===== config.mk =====
export PLATFORM = sky130hd
export DESIGN_NAME = parity_err_monitor
export DESIGN_NICKNAME = d
export VERILOG_FILES = /design/src/rtl/parity_err_monitor.sv
export SDC_FILE = /design/constraint.sdc
export NUM_CORES = 1
export LEC_CHECK = 0
export BUFFER_PORTS_ARGS = -buffer_cell sky130_fd_sc_hd__buf_4
export CAP_MARGIN = 20
export CORE_ASPECT_RATIO = 2
export CORE_MARGIN = 5
export CORE_UTILIZATION = 30
export DETAILED_ROUTE_END_ITERATION = 8
export GPL_ROUTABILITY_DRIVEN = 0
export SLEW_MARGIN = 30
export SYNTH_ARGS = -nofsm -noshare
export SYNTH_HDL_FRONTEND = slang
export SYNTH_SLANG_ARGS = --single-unit

===== constraint.sdc =====
create_clock -name clk -period 2.6 [get_ports clk]
set_input_delay 0.52 -clock clk [delete_from_list [all_inputs] [get_ports clk]]
set_output_delay 0.52 -clock clk [all_outputs]
set_load 0.01 [all_outputs]

===== src/rtl/parity_err_monitor.sv =====
// Parity error monitor: debounces upstream parity failures into an alarm with hysteresis.
// Optional sticky failure flag enabled by defining PARITY_MON_STICKY_EN.
module parity_err_monitor #(
  parameter int unsigned THRESH  = 3,
  parameter int unsigned RECOVER = 4,
  parameter int unsigned CNT_W   = 8
) (
  input  logic             clk,
  input  logic             rst,
  input  logic             in_valid,
  input  logic             parity_in,
  input  logic             clr,
  output logic [CNT_W-1:0] err_cnt,
  output logic [3:0]       consec_cnt,
  output logic             alarm,
  output logic             alarm_pulse,
  output logic             sticky_err
);

  typedef enum logic [1:0] {
    S_OK      = 2'd0,
    S_SUSPECT = 2'd1,
    S_ALARM   = 2'd2,
    S_RECOVER = 2'd3
  } state_t;

  localparam logic [3:0] THRESH_C  = 4'(THRESH);
  localparam logic [3:0] RECOVER_C = 4'(RECOVER);

  state_t           state, state_next;
  logic [3:0]       good_run, good_next, consec_next;
  logic [CNT_W-1:0] err_next;
  logic             alarm_next, pulse_next;
  logic             fail, good;

  assign fail = in_valid & parity_in;
  assign good = in_valid & ~parity_in;

  // State and counter registers; clr drops any same-cycle sample.
  always_ff @(posedge clk) begin
    if (rst || clr) begin
      state       <= S_OK;
      good_run    <= '0;
      consec_cnt  <= '0;
      err_cnt     <= '0;
      alarm       <= 1'b0;
      alarm_pulse <= 1'b0;
    end else begin
      state       <= state_next;
      good_run    <= good_next;
      consec_cnt  <= consec_next;
      err_cnt     <= err_next;
      alarm       <= alarm_next;
      alarm_pulse <= pulse_next;
    end
  end

  always_comb begin
    state_next  = state;
    consec_next = consec_cnt;
    good_next   = good_run;
    case (state)
      S_OK: begin
        if (fail) begin
          consec_next = 4'd1;
          state_next  = (THRESH_C == 4'd1) ? S_ALARM : S_SUSPECT;
        end
      end
      S_SUSPECT: begin
        if (fail) begin
          consec_next = consec_cnt + 4'd1;
          if (consec_cnt + 4'd1 == THRESH_C) state_next = S_ALARM;
        end else if (good) begin
          consec_next = '0;
          state_next  = S_OK;
        end
      end
      S_ALARM: begin
        if (good) begin
          consec_next = '0;
          if (RECOVER_C == 4'd1) begin
            good_next  = '0;
            state_next = S_OK;
          end else begin
            good_next  = 4'd1;
            state_next = S_RECOVER;
          end
        end else if (fail) begin
          if (consec_cnt != 4'hF) consec_next = consec_cnt + 4'd1;
        end
      end
      S_RECOVER: begin
        if (good) begin
          if (good_run + 4'd1 == RECOVER_C) begin
            good_next  = '0;
            state_next = S_OK;
          end else begin
            good_next = good_run + 4'd1;
          end
        end else if (fail) begin
          good_next   = '0;
          consec_next = 4'd1;
          state_next  = S_ALARM;
        end
      end
      default: state_next = S_OK;
    endcase
  end

  // Outputs are decoded from the next state so they land in registers.
  always_comb begin
    err_next   = (fail && (err_cnt != '1)) ? err_cnt + CNT_W'(1) : err_cnt;
    alarm_next = (state_next == S_ALARM) || (state_next == S_RECOVER);
    pulse_next = ((state == S_OK) || (state == S_SUSPECT)) && (state_next == S_ALARM);
  end

`ifdef PARITY_MON_STICKY_EN
  always_ff @(posedge clk) begin
    if (rst || clr) sticky_err <= 1'b0;
    else if (fail)  sticky_err <= 1'b1;
  end
`else
  assign sticky_err = 1'b0;
`endif

endmodule


## Yosys cells after proc, flatten, opt, wreduce, memory -nomap -nowiden

Index checks and enable logic that the tools add are counted.

- Register bits: 20
- Bits in latches: 0
- Memory bits (writable): 0
- Bits in read-only memories: 0
- Output and inout bits: 15
- Word-level logic and storage cells: 58
- Memories: 0

- $add $sub $neg: 3
- Multiply operators: 0
- Div/mod/pow operators: 0
- $lt $le $gt $ge: 0
- Eq/ne operators: 15
- Shifts and indexed selects: 0
- Muxes and demuxes: 22
- Bitwise logic cells: 3
- Reduce and logical (&&, ||, !) cells: 9

Operator list:

| operator | number |
|---|---|
| 4-bit 2-to-1 mux | 11 |
| 2-bit 2-to-1 mux | 8 |
| 4-bit one-hot mux with 4 select lines | 1 |
| 3-bit != test, second input constant | 4 |
| 4-bit by 1-bit adder with 4-bit output, second input constant | 2 |
| 8-bit by 1-bit adder with 8-bit output, second input constant | 1 |
| 2-bit equality test, second input constant | 4 |
| 8-bit != test, second input constant | 1 |
| 2-bit one-hot mux with 4 select lines | 1 |
| 4-bit one-hot mux with 2 select lines | 1 |
| 4-bit by 2-bit equality test with 1-bit output, second input constant | 1 |
| 4-bit by 3-bit equality test with 1-bit output, second input constant | 1 |
| 2-bit != test, second input constant | 2 |
| 4-bit != test, second input constant | 1 |
| 4-bit AND reduction | 1 |
| 1-bit logical OR | 3 |
| 3-bit AND reduction | 1 |
| 1-bit AND | 2 |
| 2-bit by 1-bit equality test with 1-bit output, second input constant | 1 |
| 1-bit logical AND | 2 |
| 2-bit logical NOT | 1 |
| 2-bit nonzero test | 1 |
| 1-bit NOT | 1 |

## Longest topological paths before layout

Gate-level depths: netlist of run 1.

- Word-level depth: 7
- Gate-level depth with buffers: 7

## Worst setup path before layout of run 1

Ideal clock, no wire load.

- Path kind: register -> register
- Start point: reg alarm (netlist name)
- End point: reg consec_cnt[3]
- Setup time: 0.126 ns
- Arrival: 1.579 ns
- Path slack: 0.895 ns
- Stages on the path, launching flop included: 8
- Buffers on the path: 0
- Cells stage by stage: dfxtp_1 inv_1 ha_1 nor2_1 or3_4 a21oi_4 mux2i_1 a21oi_1

RTL lines:

| element | line | RTL |
|---|---|---|
| end signal, assigned | 51 | `consec_cnt <= consec_next;` |
| end, declared | 14 | `output logic [3:0] consec_cnt,` |

==> results of run 1 <==
## kinds of logic after synthesis
group	Yosys count	share of synthesized area, %
simple gates	53	23.67
mux	5	4.362
fa+ha+maj	9	9.815
compound gates	25	17.34
xor+xnor	9	6.871
other cells	1	0.3268
flops	19	33.15
buf+inv	12	4.471
## final cells by class
cell class | instances | area [um^2]
Clock buffer | 4 | 45.04
Fill cell | 398 | 2282
Inverter | 7 | 26.28
Multi-Input combinational cell | 102 | 715.7
Sequential cell | 19 | 380.4
Tap cell | 49 | 61.31
Timing Repair Buffer | 18 | 135.1
## Yosys cell counts, types with 2 or more instances
master    number  area, um^2
and4_1         2       17.52
xor2_1         3       26.28
nand4_1        3       18.77
o31a_1         2       17.52
o21ai_0        3       15.01
nor2_1        19       71.32
inv_1          7       26.28
nand2_1        7       26.28
ha_1           9       112.6
xnor2_1        6       52.55
nand3_1        8       40.04
dfxtp_1       19       380.4
and3_1         2       12.51
a21oi_1        6       30.03
clkbuf_1       2       7.510
nand4b_1       2       17.52
mux2i_1        5       50.05
nor3_1         3       15.01
## critical path, cell delays in order, from the launching register on
cell and delay, ps:
dfxtp_1 370, inv_1 160, ha_1 290, nor2_1 70, or3_4 340, a21oi_4 250, nor2_1 80, a311oi_1 260
## state kept, by name, summed over array words and instances (netlist names)
register / cells
alarm: 1
alarm_pulse: 1
consec_cnt: 4
err_cnt: 8
good_run: 4
state: 1
## per-layer routing
layer / vias to the layer above / track usage [%] / part of all wire [%]
met5: - / 0 / 0
met4: 0 / 7.677 / 3.7
met3: 8 / 1.690 / 4.2
met2: 27 / 19.53 / 54
met1: 480 / 11.99 / 38
li1: 509 / - / -
## how the worst min path moves through the flow
stage | endpoint | cells after the start | startpoint | slack, ps
floorplan | good_run[3] | 1 | good_run[3] | 440
global placement | good_run[3] | 1 | good_run[3] | 470
detailed placement | good_run[3] | 1 | good_run[3] | 490
CTS | good_run[3] | 1 | good_run[3] | 510
global route | good_run[2] | 2 | good_run[2] | 560
finish | good_run[3] | 1 | good_run[3] | 510
## power groups by stage
stage / registers, mW / logic, mW / clock network, mW
2_1_floorplan: 0.304 / 0.0386 / 0
3_3_place_gp: 0.303 / 0.0534 / 0
3_5_place_dp: 0.303 / 0.0545 / 0
4_1_cts: 0.297 / 0.0548 / 0.215
5_1_grt: 0.297 / 0.0606 / 0.225
6_report: 0.297 / 0.0549 / 0.210
==> results_dict.tcl, run 1 <==
set metrics [dict create \
    outcome "finished, final reports clean" \
    core.rowCount 31 \
    yosysUniqueCellTypes 43 \
    num_vias 1024 \
    dr.pass1.iters 4 \
    vdd_drop_max_uv 275.6 \
    worst_ep_required_time_ps 2770 \
    place_inst 195 \
    cp-endpoint "consec_cnt[0]" \
    drt_wl_total_um 2640 \
    rr_startpoint "alarm" \
    grt_usage_pct 11.45 \
    ios 20 \
    p_total_mw 0.5616 \
    fin_util_pct 37.41 \
    power.density_nw_per_um2 411.8 \
    dp_slack_ps 721.4 \
    cts_resized 0 \
    final_net_count 165 \
    fin_crit_sh_pct 73.48 \
    grt_antenna_before_repair 0 \
    design_area_um2 1364 \
    max_freq_mhz 523.4 \
    dieWidth_um 53.73 \
    total_leakage_power_nw 0.5303 \
    clock-sinks 19 \
    drt_iter0_drc 12 \
    drc 0 \
    final.setup_skew_ps 7.120 \
    layout_common_cells "nor2_1, dfxtp_1, buf_4" \
    numCtsBuffers 3 \
    placed_area_um2 1319 \
    synth_nets 147 \
    holdBufCountCts 0 \
    wire_per_inst_um 13.27 \
    rsz0062_at_grt "no" \
    grt_max_degree 17 \
    grt_pass1_wl_um 4616 \
    drive_gt1_share_pct 18.67 \
    p_int_mw 0.4252 \
    synthArstFlopShare_pct 0 \
    stdcell_count 199 \
    synth-edff-count 0 \
    p_sw_mw 0.1364 \
    dpl.hpwl_um 2064 \
    finalHoldViolCount 0 \
    synth_ff_type "dfxtp_1" \
    start_util_pct 31.47 \
    post-cts-setup-buffers 0 \
    worstPathMaxFanout 6 \
    power_frac_seq_pct 52.8 \
    drv_slew 0 \
    clk_path_buf_depth 2 \
    p_clk_share_pct 37.4 \
    reg2reg_to "consec_cnt[0]" \
    via_per_inst 5.146 \
    synth_cells 133 \
    overflow 0 \
    startpoint "alarm" \
    root_buffer "clkbuf_8" \
    diodes 0 \
    worstRegToRegCells 7 \
    htreeDepth 1 \
    cp-end-kind "flop" \
    p_sw_share_pct 24.28 \
    die_y_um 97.46 \
    regToRegSetupSlack_ps 690 \
    avgSynthCellArea_um2 8.627 \
    clkTransAtPathRegs_ps 80 \
    clock_latency_ps 260 \
    cp-start-kind "flop" \
    grt_pass1_vias 1076 \
    die_area_um2 5237 \
    cts_tree "yes" \
    setup_violations 0 \
    syn2layout_area_growth_pct 18.87 \
    io_buffers 18 \
    ant_nets 0 \
    synth.yosys.seq_area_share_pct 33.15 \
    coreArea_um2 3646 \
    hold_class "flop to flop" \
    cap_violations 0 \
    cp.arrival_ps 2080 \
    ys_ff_latch 19 \
    fin_ws_ps 689.5 \
    path_class "flop to flop" \
    period_needed_ps 1910 \
    hold_slack_ps 505.4 \
    syn_area_um2 1147 \
    yosysWarnings 0 \
    fin_tns_setup_ps 0 \
    power_frac_comb_pct 9.8 \
]
(Power assumes the default switching activity.)
==> run 2: changes to the inputs <==
==> constraint.sdc (replaced) <==
create_clock -name clk -period 1.6 [get_ports clk]
set_input_delay 0.32 -clock clk [delete_from_list [all_inputs] [get_ports clk]]
set_output_delay 0.32 -clock clk [all_outputs]
set_load 0.01 [all_outputs]
==> run 2 against run 1 <==
  * Sequential power is 62% higher
  * Largest power group unchanged
  * Critical endpoint is now alarm_pulse
  * Sequential share of layout area is 4.5 points lower
  * Wire length is 12% higher
==> results_dict.tcl, run 2 (synthesized netlist as in run 1, its figures left out) <==
set metrics [dict create \
    core.rowCount 31 \
    cp.arrival_ps 1750 \
    num_vias 1131 \
    cp-start-kind "flop" \
    fin_ws_ps 6.980 \
    outcome "finished, final reports clean" \
    diodes 0 \
    dieWidth_um 53.73 \
    worst_ep_required_time_ps 1750 \
    hold_class "primary input to flop" \
    rsz0062_at_grt "yes" \
    design_area_um2 1668 \
    overflow 0 \
    crit_slowest_cell "dfxtp_4" \
    largest_reg_flops 8 \
    drt_iter0_drc 26 \
    vdd_drop_max_uv 347.7 \
    root_buffer "clkbuf_8" \
    cts_tree "yes" \
    htreeDepth 1 \
    critPathBufInv 2 \
    die_y_um 97.46 \
    via_per_inst 5.095 \
    p_int_mw 0.7099 \
    start_util_pct 31.47 \
    power_frac_comb_pct 13.4 \
    io_buffers 18 \
    p_sw_share_pct 25.26 \
    period_needed_ps 1593 \
    fin_crit_sh_pct 99.56 \
    cp-end-kind "flop" \
    power.density_nw_per_um2 569.5 \
    grt_pass1_vias 1151 \
    drv_slew 0 \
    hold_slack_ps 363.1 \
    stdcell_count 222 \
    top_register "err_cnt" \
    fin_tns_setup_ps 0 \
    clk_path_buf_depth 2 \
    die_area_um2 5237 \
    setup_violations 0 \
    dp_slack_ps -40.41 \
    clock_latency_ps 260 \
    slowest_delay_ps 400 \
    placed_area_um2 1450 \
    layout_common_cells "buf_4, nor2_1, dfxtp_1" \
    finalHoldViolCount 0 \
    cap_violations 0 \
    coreArea_um2 3646 \
    syn2layout_area_growth_pct 45.37 \
    grt_pass1_wl_um 4974 \
    ios 20 \
    power_frac_seq_pct 50.7 \
    drt_wl_total_um 2966 \
    rr_startpoint "state[0]" \
    total_leakage_power_nw 0.6575 \
    dr.pass1.iters 4 \
    p_clk_share_pct 36.0 \
    clock-sinks 19 \
    grt_usage_pct 12.37 \
    drc 0 \
    worstPathMaxFanout 5 \
    crit_family "compound AO/OA/AOI/OAI gates" \
    place_inst 209 \
    dpl.hpwl_um 2223 \
    final.setup_skew_ps 3.813 \
    max_freq_mhz 627.7 \
    worstHoldStart "rst" \
    p_total_mw 0.9499 \
    clkTransAtPathRegs_ps 70 \
    p_sw_mw 0.2399 \
    path_class "flop to flop" \
    numCtsBuffers 3 \
    wire_per_inst_um 13.36 \
    grt_max_degree 12 \
    drive_gt1_share_pct 43.35 \
    ant_nets 0 \
    startpoint "state[0]" \
    fin_util_pct 45.74 \
    grt_antenna_before_repair 0 \
    top_regs "err_cnt: 8 flops, consec_cnt: 4 flops, good_run: 4 flops" \
    final_net_count 188 \
    worstPathCellList "inv_4, ha_4, buf_4, nor2_1, o21ai_1, a311o_1, a31oi_2, nor4b_2" \
    mostFrequentLayoutCell "buf_4" \
]
## run 2: path summary, 6_finish.rpt
check | endpoint | slack, ps | depth (start not counted)
min reg2reg | good_run[3] | 500 | 1
max | alarm_pulse | 7 | 8
max reg2reg | alarm_pulse | 7 | 8
min | good_run[3] | 360 | 4
## run 2: power groups by stage
stage / clock network [mW] / registers (mW) / logic (mW)
4_1_cts: 0.360 / 0.480 / 0.111
3_3_place_gp: 0 / 0.493 / 0.102
2_1_floorplan: 0 / 0.495 / 0.0651
3_5_place_dp: 0 / 0.493 / 0.104
5_1_grt: 0.375 / 0.481 / 0.140
6_report: 0.342 / 0.481 / 0.127
## run 2: cell type report
| cell class | count | area, um^2 |
|---|---|---|
| Inverter | 7 | 33.78 |
| Sequential cell | 19 | 390.4 |
| Fill cell | 370 | 1978 |
| Clock inverter | 1 | 5.005 |
| Timing Repair Buffer | 41 | 307.8 |
| Tap cell | 49 | 61.31 |
| Clock buffer | 3 | 41.29 |
| Multi-Input combinational cell | 102 | 828.3 |
## run 2: layer usage
layer / track usage (%) / up-vias / part of all wire [%]
met4: 8.661 / 0 / 3.8
li1: - / 551 / -
met1: 13.04 / 538 / 38
met3: 1.536 / 9 / 4.3
met5: 0 / - / 0
met2: 21.03 / 33 / 54
## run 2: worst reg2reg max path, delay by kind of cell (launching register included)
kind / cells / cell delay (ps)
AO/OA/AOI/OAI: 3 / 550
flip-flops: 1 / 400
buffers and inverters: 2 / 200
AND/OR/NAND/NOR: 2 / 170
adder cells (fa/ha/maj): 1 / 160
## run 2: timing repair
item	4_1_cts	5_1_grt
pin swaps	4	5
endpoints found under the hold margin	0	0
hold buffers	0	0
gates resized for setup	7	21
setup endpoints to repair	7	9
setup buffers	5	4
==> run 3: changes to the inputs <==
--- a/config.mk
+++ b/config.mk
@@ -12,6 +12,8 @@
 export CORE_UTILIZATION = 30
 export DETAILED_ROUTE_END_ITERATION = 8
 export GPL_ROUTABILITY_DRIVEN = 0
+export PLACE_DENSITY = 0.6
+export RECOVER_POWER = 25
 export SLEW_MARGIN = 30
 export SYNTH_ARGS = -nofsm -noshare
 export SYNTH_HDL_FRONTEND = slang
==> run 3 against run 2 <==
  * Global-route usage did not move
  * Total power fell by 0.12%
  * Hold slack barely moved
  * Critical endpoint unchanged
  * Highest routed layer unchanged
==> results_dict.tcl, run 3 (synthesized netlist as in run 1, its figures left out) <==
set metrics [dict create \
    htreeDepth 1 \
    power_frac_comb_pct 13.3 \
    layout_common_cells "buf_4, nor2_1, dfxtp_1" \
    grt_pass1_vias 1151 \
    period_needed_ps 1588 \
    start_util_pct 31.47 \
    fillers 375 \
    io_buffers 18 \
    overflow 0 \
    cts_tree "yes" \
    max_freq_mhz 629.9 \
    slowest_delay_ps 400 \
    core.rowCount 31 \
    drc 0 \
    largest_reg_flops 8 \
    drive_gt1_share_pct 39.88 \
    top_register "err_cnt" \
    clk_path_buf_depth 2 \
    cp-start-kind "flop" \
    p_sw_mw 0.2400 \
    final_net_count 188 \
    dieWidth_um 53.73 \
    drt_iter0_drc 33 \
    path_class "flop to flop" \
    ant_nets 0 \
    hold_class "primary input to flop" \
    fin_ws_ps 12.32 \
    clock_latency_ps 260 \
    ios 20 \
    crit_slowest_cell "dfxtp_4" \
    fin_crit_sh_pct 99.23 \
    cp.arrival_ps 1740 \
    drt_wl_total_um 2972 \
    worst_ep_required_time_ps 1750 \
    cap_violations 0 \
    coreArea_um2 3646 \
    cp-end-kind "flop" \
    via_per_inst 5.090 \
    multi_input_area_um2 828.3 \
    numCtsBuffers 3 \
    syn2layout_area_growth_pct 43.40 \
    crit_family "compound AO/OA/AOI/OAI gates" \
    mostFrequentLayoutCell "buf_4" \
    p_int_mw 0.7087 \
    total_leakage_power_nw 0.6320 \
    hold_slack_ps 362.9 \
    rsz0062_at_grt "yes" \
    grt_max_degree 12 \
    clock-sinks 19 \
    dr.pass1.iters 5 \
    vdd_drop_max_uv 347.0 \
    grt_pass1_wl_um 4974 \
    dp_slack_ps -40.41 \
    regToRegSetupSlack_ps 10 \
    finalHoldViolCount 0 \
    final.setup_skew_ps 3.907 \
    top_regs "err_cnt: 8 flops, consec_cnt: 4 flops, good_run: 4 flops" \
    wire_per_inst_um 13.39 \
    holdBufCountCts 0 \
    outcome "finished, final reports clean" \
    grt_usage_pct 12.37 \
    diodes 0 \
    root_buffer "clkbuf_8" \
    num_vias 1130 \
    die_area_um2 5237 \
    power.density_nw_per_um2 576.6 \
    power_frac_seq_pct 50.7 \
    worstPathCellList "inv_4, ha_4, buf_4, nor2_1, o21ai_1, a311o_1, a31oi_2, nor4b_2" \
    critPathBufInv 2 \
    worstPathMaxFanout 5 \
    clkTransAtPathRegs_ps 70 \
    die_y_um 97.46 \
    p_sw_share_pct 25.30 \
    setup_violations 0 \
    drv_slew 0 \
    grt_antenna_before_repair 0 \
    p_clk_share_pct 36.0 \
    register_area_um2 390.4 \
    dpl.hpwl_um 2223 \
]
## run 3: cell count changes in the layout (fill, tap and decap cells not counted), sizes merged
cell    delta
buf        -6
clkbuf     +6
## run 3: path summary, 6_finish.rpt
check / startpoint / to / depth (start not counted)
min reg2reg: good_run[3] / good_run[3] / 1
min: rst / good_run[3] / 4
max reg2reg: state[0] / alarm_pulse / 8
max: state[0] / alarm_pulse / 8
## run 3: metal layers
metal  part of all wire, %  wire [um]  track usage, %
met5                     0          0               0
met3                   4.4        131           1.536
met1                    38       1122           13.04
met4                   3.8        112           8.661
met2                    54       1606           21.03
## run 3: timing repair
item | 4_1_cts | 5_1_grt
setup buffers | 5 | 4
endpoints found under the setup margin | 7 | 9
pin swaps | 4 | 5
resized for setup | 7 | 21
## run 3: worst min-delay path, stage by stage
cell and delay, ps:
buf_4 80, nor2_1 60, o21ai_0 70, a21oi_1 40
## run 3: layout make-up
cell class | instances | area share [%]
Clock buffer | 3 | 2.510
Clock inverter | 1 | 0.3042
Inverter | 7 | 2.053
Multi-Input combinational cell | 102 | 50.34
Sequential cell | 19 | 23.73
Tap cell | 49 | 3.726
Timing Repair Buffer | 41 | 17.34
## run 3: power groups by stage
| stage | clock network [mW] | registers [mW] | logic [mW] |
|---|---|---|---|
| CTS | 0.360 | 0.480 | 0.111 |
| finish | 0.342 | 0.481 | 0.126 |
| global route | 0.375 | 0.481 | 0.138 |
| detailed placement | 0 | 0.493 | 0.104 |
| floorplan | 0 | 0.495 | 0.0651 |
| global placement | 0 | 0.493 | 0.102 |
## run 3: through the flow
| stage | instance area [um^2] | setup TNS, ps | cells | total power [mW] | utilization, % |
|---|---|---|---|---|---|
| floorplan | 1174 | 0 | 133 | 0.5597 | - |
| global placement | 1450 | -22.74 | 209 | 0.5950 | 39.77 |
| detailed placement | 1450 | -103.0 | 209 | 0.5972 | 39.77 |
| CTS | 1553 | 0 | 218 | 0.9514 | 42.59 |
| global route | 1645 | -215.9 | 222 | 0.9946 | 45.13 |
| finish | 1645 | 0 | 222 | 0.9487 | 45.13 |
